===== src/rtl/numpy_to_polyphony_polyphony_lib_complex_acc_pkg.sv =====
// Shared definitions for the complex multiply/accumulate library stages:
// accumulator states, lane slice macros and a count-width helper.
`ifndef NUMPY_TO_POLYPHONY_POLYPHONY_LIB_MACROS
`define NUMPY_TO_POLYPHONY_POLYPHONY_LIB_MACROS
`define REAL(x) (x[2*BIT-1:BIT])
`define IMAG(x) (x[BIT-1:0])
`endif

package numpy_to_polyphony_polyphony_lib_complex_acc_pkg;

    typedef enum logic {
        ACC_ACCUM  = 1'b0,
        ACC_FINISH = 1'b1
    } acc_state_t;

    // One extra bit beyond clog2 keeps LEN=1 at a legal 1-bit counter.
    function automatic int cnt_width(input int len);
        return $clog2(len) + 1;
    endfunction

endpackage


===== src/rtl/numpy_to_polyphony_polyphony_lib_sat_trunc.sv =====
// Combinational signed saturation from IN_W down to OUT_W bits, with a clamp flag.
module numpy_to_polyphony_polyphony_lib_sat_trunc #(
    parameter int IN_W  = 40,
    parameter int OUT_W = 32
) (
    input  logic signed [IN_W-1:0]  in,
    output logic signed [OUT_W-1:0] out,
    output logic                    ovf
);

    localparam int HEAD_W = IN_W - OUT_W + 1;
    localparam logic [OUT_W-1:0] SAT_HI = {1'b0, {(OUT_W-1){1'b1}}};
    localparam logic [OUT_W-1:0] SAT_LO = {1'b1, {(OUT_W-1){1'b0}}};

    // Value fits when every bit above the output sign bit matches that sign bit.
    function automatic logic [OUT_W:0] sat_fn(input logic signed [IN_W-1:0] v);
        logic [HEAD_W-1:0] head;
        head = v[IN_W-1:OUT_W-1];
        if (head == {HEAD_W{1'b0}} || head == {HEAD_W{1'b1}})
            return {1'b0, v[OUT_W-1:0]};
        else if (v[IN_W-1])
            return {1'b1, SAT_LO};
        else
            return {1'b1, SAT_HI};
    endfunction

    assign {ovf, out} = sat_fn(in);

endmodule


===== src/rtl/numpy_to_polyphony_polyphony_lib_complex_acc.sv =====
// Complex accumulator: sums LEN complex products per lane in guarded registers,
// then presents one saturated complex result held until downstream accepts it.
module numpy_to_polyphony_polyphony_lib_complex_acc
    import numpy_to_polyphony_polyphony_lib_complex_acc_pkg::*;
#(
    parameter int BIT       = 32,
    parameter int PRECISION = 16,
    parameter int LEN       = 8,
    parameter int GUARD     = 8
) (
    input  logic             clk,
    input  logic             rst_n,
    input  logic             acc_ready,
    output logic             acc_taken,
    input  logic [2*BIT-1:0] acc_in,
    output logic             acc_valid,
    input  logic             acc_accept,
    output logic [2*BIT-1:0] acc_out_0,
    output logic             acc_ovf
);

    localparam int ACC_W = BIT + GUARD;
    localparam int CNT_W = cnt_width(LEN);
    localparam logic [CNT_W-1:0] CNT_LAST = CNT_W'(LEN - 1);

    // Products arrive already in the output Q format, so no rescale is applied.
    if (LEN < 1 || LEN > 256 || PRECISION < 0 || PRECISION >= BIT || GUARD < $clog2(LEN)) begin : g_bad_cfg
        $error("complex_acc: illegal LEN/PRECISION/GUARD combination");
    end

    acc_state_t              state;
    logic [CNT_W-1:0]        cnt;
    logic signed [ACC_W-1:0] sum_re, sum_im;
    logic signed [ACC_W-1:0] sum_re_nx, sum_im_nx;
    logic signed [BIT-1:0]   in_re, in_im;
    logic signed [BIT-1:0]   sat_re, sat_im;
    logic                    ovf_re, ovf_im;
    logic                    last;
    logic [2*BIT-1:0]        out_p1;
    logic                    ovf_p1;
    logic                    vld_p1;

    assign in_re     = `REAL(acc_in);
    assign in_im     = `IMAG(acc_in);
    assign sum_re_nx = sum_re + ACC_W'(in_re);
    assign sum_im_nx = sum_im + ACC_W'(in_im);

    assign acc_taken = (state == ACC_ACCUM) && acc_ready;
    assign last      = acc_taken && (cnt == CNT_LAST);

    // Saturation sees the sums including the sample taken this cycle.
    numpy_to_polyphony_polyphony_lib_sat_trunc #(
        .IN_W  (ACC_W),
        .OUT_W (BIT)
    ) u_sat_re (
        .in  (sum_re_nx),
        .out (sat_re),
        .ovf (ovf_re)
    );

    numpy_to_polyphony_polyphony_lib_sat_trunc #(
        .IN_W  (ACC_W),
        .OUT_W (BIT)
    ) u_sat_im (
        .in  (sum_im_nx),
        .out (sat_im),
        .ovf (ovf_im)
    );

    // Stage p0 -> p1: accumulate, then register the saturated result
    always_ff @(posedge clk) begin
        if (!rst_n) begin
            state  <= ACC_ACCUM;
            cnt    <= '0;
            sum_re <= '0;
            sum_im <= '0;
            out_p1 <= '0;
            ovf_p1 <= 1'b0;
            vld_p1 <= 1'b0;
        end else begin
            case (state)
                ACC_ACCUM: begin
                    if (last) begin
                        out_p1 <= {sat_re, sat_im};
                        ovf_p1 <= ovf_re | ovf_im;
                        vld_p1 <= 1'b1;
                        sum_re <= '0;
                        sum_im <= '0;
                        cnt    <= '0;
                        state  <= ACC_FINISH;
                    end else if (acc_taken) begin
                        sum_re <= sum_re_nx;
                        sum_im <= sum_im_nx;
                        cnt    <= cnt + CNT_W'(1);
                    end
                end
                ACC_FINISH: begin
                    if (acc_accept) begin
                        vld_p1 <= 1'b0;
                        state  <= ACC_ACCUM;
                    end
                end
                default: state <= ACC_ACCUM;
            endcase
        end
    end

    assign acc_out_0 = out_p1;
    assign acc_ovf   = ovf_p1;
    assign acc_valid = vld_p1;

endmodule

===== config.mk =====
export PLATFORM = sky130hd
export DESIGN_NAME = numpy_to_polyphony_polyphony_lib_complex_acc
export DESIGN_NICKNAME = d
export VERILOG_FILES = /design/src/rtl/numpy_to_polyphony_polyphony_lib_complex_acc_pkg.sv /design/src/rtl/numpy_to_polyphony_polyphony_lib_sat_trunc.sv /design/src/rtl/numpy_to_polyphony_polyphony_lib_complex_acc.sv
export SDC_FILE = /design/constraint.sdc
export NUM_CORES = 1
export LEC_CHECK = 0
export BUFFER_PORTS_ARGS = -buffer_cell sky130_fd_sc_hd__buf_2
export CORE_MARGIN = 2
export CORE_UTILIZATION = 35
export CTS_BUF_LIST = sky130_fd_sc_hd__clkbuf_16
export CTS_CLUSTER_DIAMETER = 200
export CTS_CLUSTER_SIZE = 30
export DETAILED_ROUTE_END_ITERATION = 7
export HOLD_SLACK_MARGIN = 0.1
export REMOVE_ABC_BUFFERS = 1
export SLEW_MARGIN = 20
export SYNTH_ARGS = -nofsm -noshare
export SYNTH_HDL_FRONTEND = slang
export SYNTH_SLANG_ARGS = --single-unit

===== constraint.sdc =====
create_clock -name clk -period 4.8 [get_ports clk]
set_input_delay 1.2 -clock clk [delete_from_list [all_inputs] [get_ports clk]]
set_output_delay 1.2 -clock clk [all_outputs]
set_load 0.01 [all_outputs]

# Word-level counts from Yosys, hierarchy flattened
# Cells that the tools add are included.
# classes
n_addsub	3
eq_ne	5
muxes	16
bitwise_logic	2
n_reduce_logical	10
# ops
cell	n
$mux W40	4
$add A40 B32 Y40	2
$mux W33	2
$mux W32	2
$eq A9 B9 Y1 const B	2
$logic_not A9 Y1	2
$mux W4	2
$reduce_and A2 Y1	3
$add A4 B1 Y4 const B	1
$eq A4 B3 Y1 const B	1
$mux W1	4
$ne A2 B2 Y1 const B	2
$pmux W1 S2	2
$logic_and A1 B1 Y1	2
$logic_or A1 B1 Y1	2
$reduce_bool A2 Y1	1
$not A1 Y1	1
$or A1 B1 Y1	1
# totals
reg_bits	151
input_bits	68
output_inout_bits	67
wordCells	43

# Depth between registers and ports, before layout
# depth
word_depth	5
ltp_mapped	14
depth_no_buf	13

# Hierarchy
# Synthesis repeated with hierarchy kept, for this count alone.
# unflattened
cells_unflattened	1349
hier_area_um2	10812.9
# modules_own_cells
module	n_inst	cells_per_inst	area_per_inst_um2
numpy_to_polyphony_polyphony_lib_complex_acc	1	1179	9684.3
numpy_to_polyphony_polyphony_lib_sat_trunc	2	85	564.3

# Worst setup path before layout
# OpenSTA, ideal clock, no wires.
# synth_path
path_type	input port to flip-flop
start	input port acc_in[26]
end	register out_p1[30], in the netlist acc_out_0[30]
arrival_ns	4.361
slack_ns	0.322
stages	14
path_buffers	2
cell_sequence	ha_1 -> clkbuf_1 -> nand3_1 -> nor2_1 -> or4b_2 -> a211o_1 -> nand3_1 -> a21oi_1 -> xnor2_1 -> or4b_1 -> nor4b_2 -> o21ai_2 -> buf_6 -> a22o_1
# synth_via
elab_chain_cells	4
# synth_rtl
item	line_no	source
start: declaration	numpy_to_polyphony_polyphony_lib_complex_acc.sv:15	input logic [2*BIT-1:0] acc_in,
$add A40 B32 Y40 (*)	numpy_to_polyphony_polyphony_lib_complex_acc.sv:46	assign sum_im_nx = sum_im + ACC_W'(in_im);
$eq A9 B9 Y1 or $logic_not A9 Y1 (tied branches)	numpy_to_polyphony_polyphony_lib_sat_trunc.sv:19	if (head == {HEAD_W{1'b0}} || head == {HEAD_W{1'b1}})
$logic_or A1 B1 Y1	numpy_to_polyphony_polyphony_lib_sat_trunc.sv:19	
$mux W33 (*)	numpy_to_polyphony_polyphony_lib_sat_trunc.sv:19	
end signal: assignment	numpy_to_polyphony_polyphony_lib_complex_acc.sv:84	out_p1 <= {sat_re, sat_im};
end: declaration	numpy_to_polyphony_polyphony_lib_complex_acc.sv:39	logic [2*BIT-1:0] out_p1;
# Mark *: on every way between the ends. The rest lies on a longest branch, timed or not.
# A chain may end at the register's enable or synchronous reset.

# Final worst setup path
# layout_path
start	input port acc_in[27]
end	register out_p1[7], in the netlist acc_out_0[7]
# Same word-level chain as after synthesis.

==> results.tsv <==
stage	metric	value	unit
yosys	synthAdderAreaFrac	0.09779	
routing	ant_nets	0	
hold_path	hold_path_class	reg2reg	
clocking	cts-buffers-inserted	17	
critical_path	cp-start-kind	primary input	
finish	area_growth	17.39	%
pwr	p_comb_frac	0.373	
routing	vias_per_cell	5.472	
clocking	cts_tree	yes	
clocking	postCtsSetupBuffers	0	
placement	port_buffers	134	
hold_path	worstHoldStart	acc_valid	
routing	drc_errors	0	
clocking	clock-root-buffer	clkbuf_16	
pwr	power_leakage	5.422	nW
yosys	synth_xor_area_frac	0.05996	
yosys	synthFlopType	dfxtp_1	
hold_path	holdPathEnd	acc_valid	
floorplanning	io_pins	135	
pwr	clockPowerShare	0.308	
timing	skew	0.01376	ns
global_routing	antenna_found_initial	1	
finish	drive_gt1_frac	0.1761	
global_routing	grt_pass1_wl	50530	um
yosys	synthSimpleGateAreaFrac	0.1947	
pwr	p_sw_frac	0.3659	
yosys	synth_top_family_by_area	compound AO/OA/AOI/OAI gates	
yosys	netlist_area	10520	um2
yosys	synth.area.mux_share	0.003331	
floorplanning	rows	63	
yosys	synthArstFlopShare	0	
placement	place_congestion	0.8761	
global_routing	grt_max_degree	84	
critical_path	worstSetupPathType	in2reg	
pwr	power.density	357.1	nW/um2
yosys	synth_compound_area_frac	0.3156	
floorplanning	core_area	29640	um2
critical_path	rr_worst_depth	13	
yosys	synthDistinctLibCells	80	
critical_path	crit_path_end_kind	register	
routing	routed_wirelength	31280	um
clocking	worstSkewPairLatency	0.44	ns
critical_path	reg2reg_slack	0.99	ns
placement	detailed_place_hpwl	23240	um
yosys	yosys_warnings	0	
clocking	clkTransAtPathRegs	0.07	ns
clocking	cts.path.max_buffers	2	
yosys	ys_seq_area_frac	0.2874	
timing	postLayoutSetupSlackWorst	0.4268	ns
pwr	total_power	4.409	mW
timing	finalMaxSlewViolations	0	
clocking	clock_sinks	151	
floorplanning	die_area	31450	um2
yosys	synth_seq_cells	151	
timing	finalCritPeriodShare	0.9111	
critical_path	arrival	4.70	ns
pwr	vdd_drop_max	0.2188	mV
floorplanning	die_h	177.4	um
timing	rsz0062_at_grt	no	
clocking	cts_hold_buf	0	
routing	drt_pass1_iterations	7	
timing	finalSetupViolations	0	
yosys	synthCells	1284	
timing	fin_crit	4.373	ns
flow_run	maxCapViolCount	0	
pwr	power_switching	1.613	mW
timing	hold_viol_final	0	
routing	drtIter0Drc	553	
yosys	postSynthAreaPerCell	8.191	um2
timing	fmax	0.2287	GHz
global_routing	grt_pass1_vias	9746	
critical_path	crit_fanout	24	
critical_path	timing.rr.start	sum_im[27]	
critical_path	required	5.13	ns
pwr	power_frac_seq	0.319	
status	status	finished, final reports clean	
clocking	cts_resized	0	
routing	vias	9872	
floorplanning	dieWidth	177.4	um
routing	wl_per_cell	17.34	um
clocking	h-tree-depth	4	
finish	layout.nets	1551	
global_routing	overflow	0	
critical_path	worst_r2r_endpoint	acc_out_0[7]	
timing	worstMarginPinSlew	0.9931	ns
floorplanning	start_util	0.3549	
finish	n_antenna_cell	0	
timing	max_slew_margin	0.3380	
yosys	synth_edf_count	0	
placement	place_ws	0.01998	ns
hold_path	min_path_cells	2	
global_routing	grt_use_total	0.2000	
pwr	power.internal	2.796	mW
## worst max path at each step
| stage | startpoint | to | slack (ns) | depth (start not counted) |
|---|---|---|---|---|
| after CTS | acc_in[27] | acc_out_0[7] | 0.42 | 14 |
| after global routing | acc_in[29] | acc_out_0[8] | 0.28 | 14 |
| after global placement | acc_in[27] | acc_out_0[7] | 0.07 | 14 |
| after floorplan | acc_ready | sum_im[29] | -2.13 | 6 |
| final | acc_in[27] | acc_out_0[7] | 0.43 | 14 |
| after detailed placement | acc_in[0] | acc_out_0[7] | 0.02 | 14 |
## layer usage
metal,track usage,routed length [um],up-vias
li1,-,-,4977
met1,0.2468,14180,4654
met2,0.3555,15210,204
met3,0.03470,1275,35
met4,0.05704,599,2
met5,0,16,-
## worst max-delay path, stage by stage
cell     delay [ns]
buf_2          0.11
ha_1           0.36
nand3_1        0.13
nor2_1         0.16
or4b_2         0.63
a211o_1        0.28
nand3_1        0.14
a21oi_1        0.11
xnor2_1        0.15
or4b_1         0.49
nor4b_2        0.35
o21ai_2        0.12
buf_12         0.21
o221a_2        0.25
## layout make-up
class                           instances  area, um2
Fill cell                            3068      17290
Multi-Input combinational cell       1033       7098
Sequential cell                       151       3023
Timing Repair Buffer                  186       1114
Tap cell                              390      488.0
Clock buffer                           17      425.4
Clock inverter                         14      150.1
Inverter                               13      48.80
## kinds of logic (layout without fill, tap and decap cells)
kind of cell / after synthesis / count (layout)
buffers and inverters: 100 / 230
flip-flops: 151 / 151
AND/OR/NAND/NOR: 378 / 378
AO/OA/AOI/OAI: 499 / 499
adder cells (fa/ha/maj): 81 / 81
XOR/XNOR: 72 / 72
multiplexers: 3 / 3
## per-stage QoR
stage	TNS, ns	hold slack [ns]	area (um2)	std cells	utilization
after CTS	0	0.4720	12350	1804	0.4166
final	0	0.4670	12350	1804	0.4166
after global placement	0	0.4543	11770	1773	0.3972
after floorplan	-185.62	0.4447	10130	1197	-
after global routing	0	0.4855	12350	1804	0.4166
after detailed placement	0	0.4616	11770	1773	0.3972
## state kept, by name, indices dropped and copies added (netlist names)
register / flops
state: 1
acc_out_0: 64
cnt: 4
acc_valid: 1
sum_re: 40
sum_im: 40
acc_ovf: 1
## cell usage after synthesis (all sizes together) (5+ instances only)
library cell	number	area, um2
o21a	35	262.8
ha	79	988.5
nor4	5	37.53
o221a	6	67.56
nand4	26	162.7
xor2	30	262.8
nor2b	82	513.0
a211oi	7	52.55
a21o	34	256.5
clkbuf	75	281.5
a21oi	115	586.8
and3	12	76.33
inv	13	48.80
xnor2	42	367.9
a22o	27	236.5
nand2	81	304.0
a221oi	5	50.04
nand2b	8	50.05
buf	12	102.6
o21ai	116	588.1
a22oi	73	548.0
o211ai	8	60.06
and2	47	294.0
dfxtp	151	3023
a211o	5	43.79
a31oi	9	56.30
o21bai	13	97.59
nand3	28	140.1
nor2	47	176.4
nor3	16	80.08
a21boi	13	97.60
## power by group through the flow
stage | Combinational [mW] | Clock (mW) | Sequential (mW)
after floorplan | 1.14 | 0 | 1.42
after global placement | 1.61 | 0 | 1.43
after detailed placement | 1.62 | 0 | 1.43
after CTS | 1.63 | 1.39 | 1.41
after global routing | 1.83 | 1.43 | 1.42
final | 1.64 | 1.36 | 1.41
## cell usage in the layout, fill, tap and decap left out, types with 9 or more instances in the layout
master and instances:
xor2_1 30, dfxtp_1 151, nand4_1 26, a22o_1 27, ha_1 79, a21boi_0 12
a21oi_1 112, inv_1 13, and2_1 47, a21o_1 33, o21a_1 35, o21ai_0 105
nand2_1 81, buf_2 133, and3_1 11, clkbuf_16 17, a31oi_1 9, nor2_1 46
buf_4 49, nor3_1 16, a22oi_1 73, xnor2_1 41, o21bai_1 13, nor2b_1 82
nand3_1 28
Note: power is estimated with default switching activity, not from simulation.
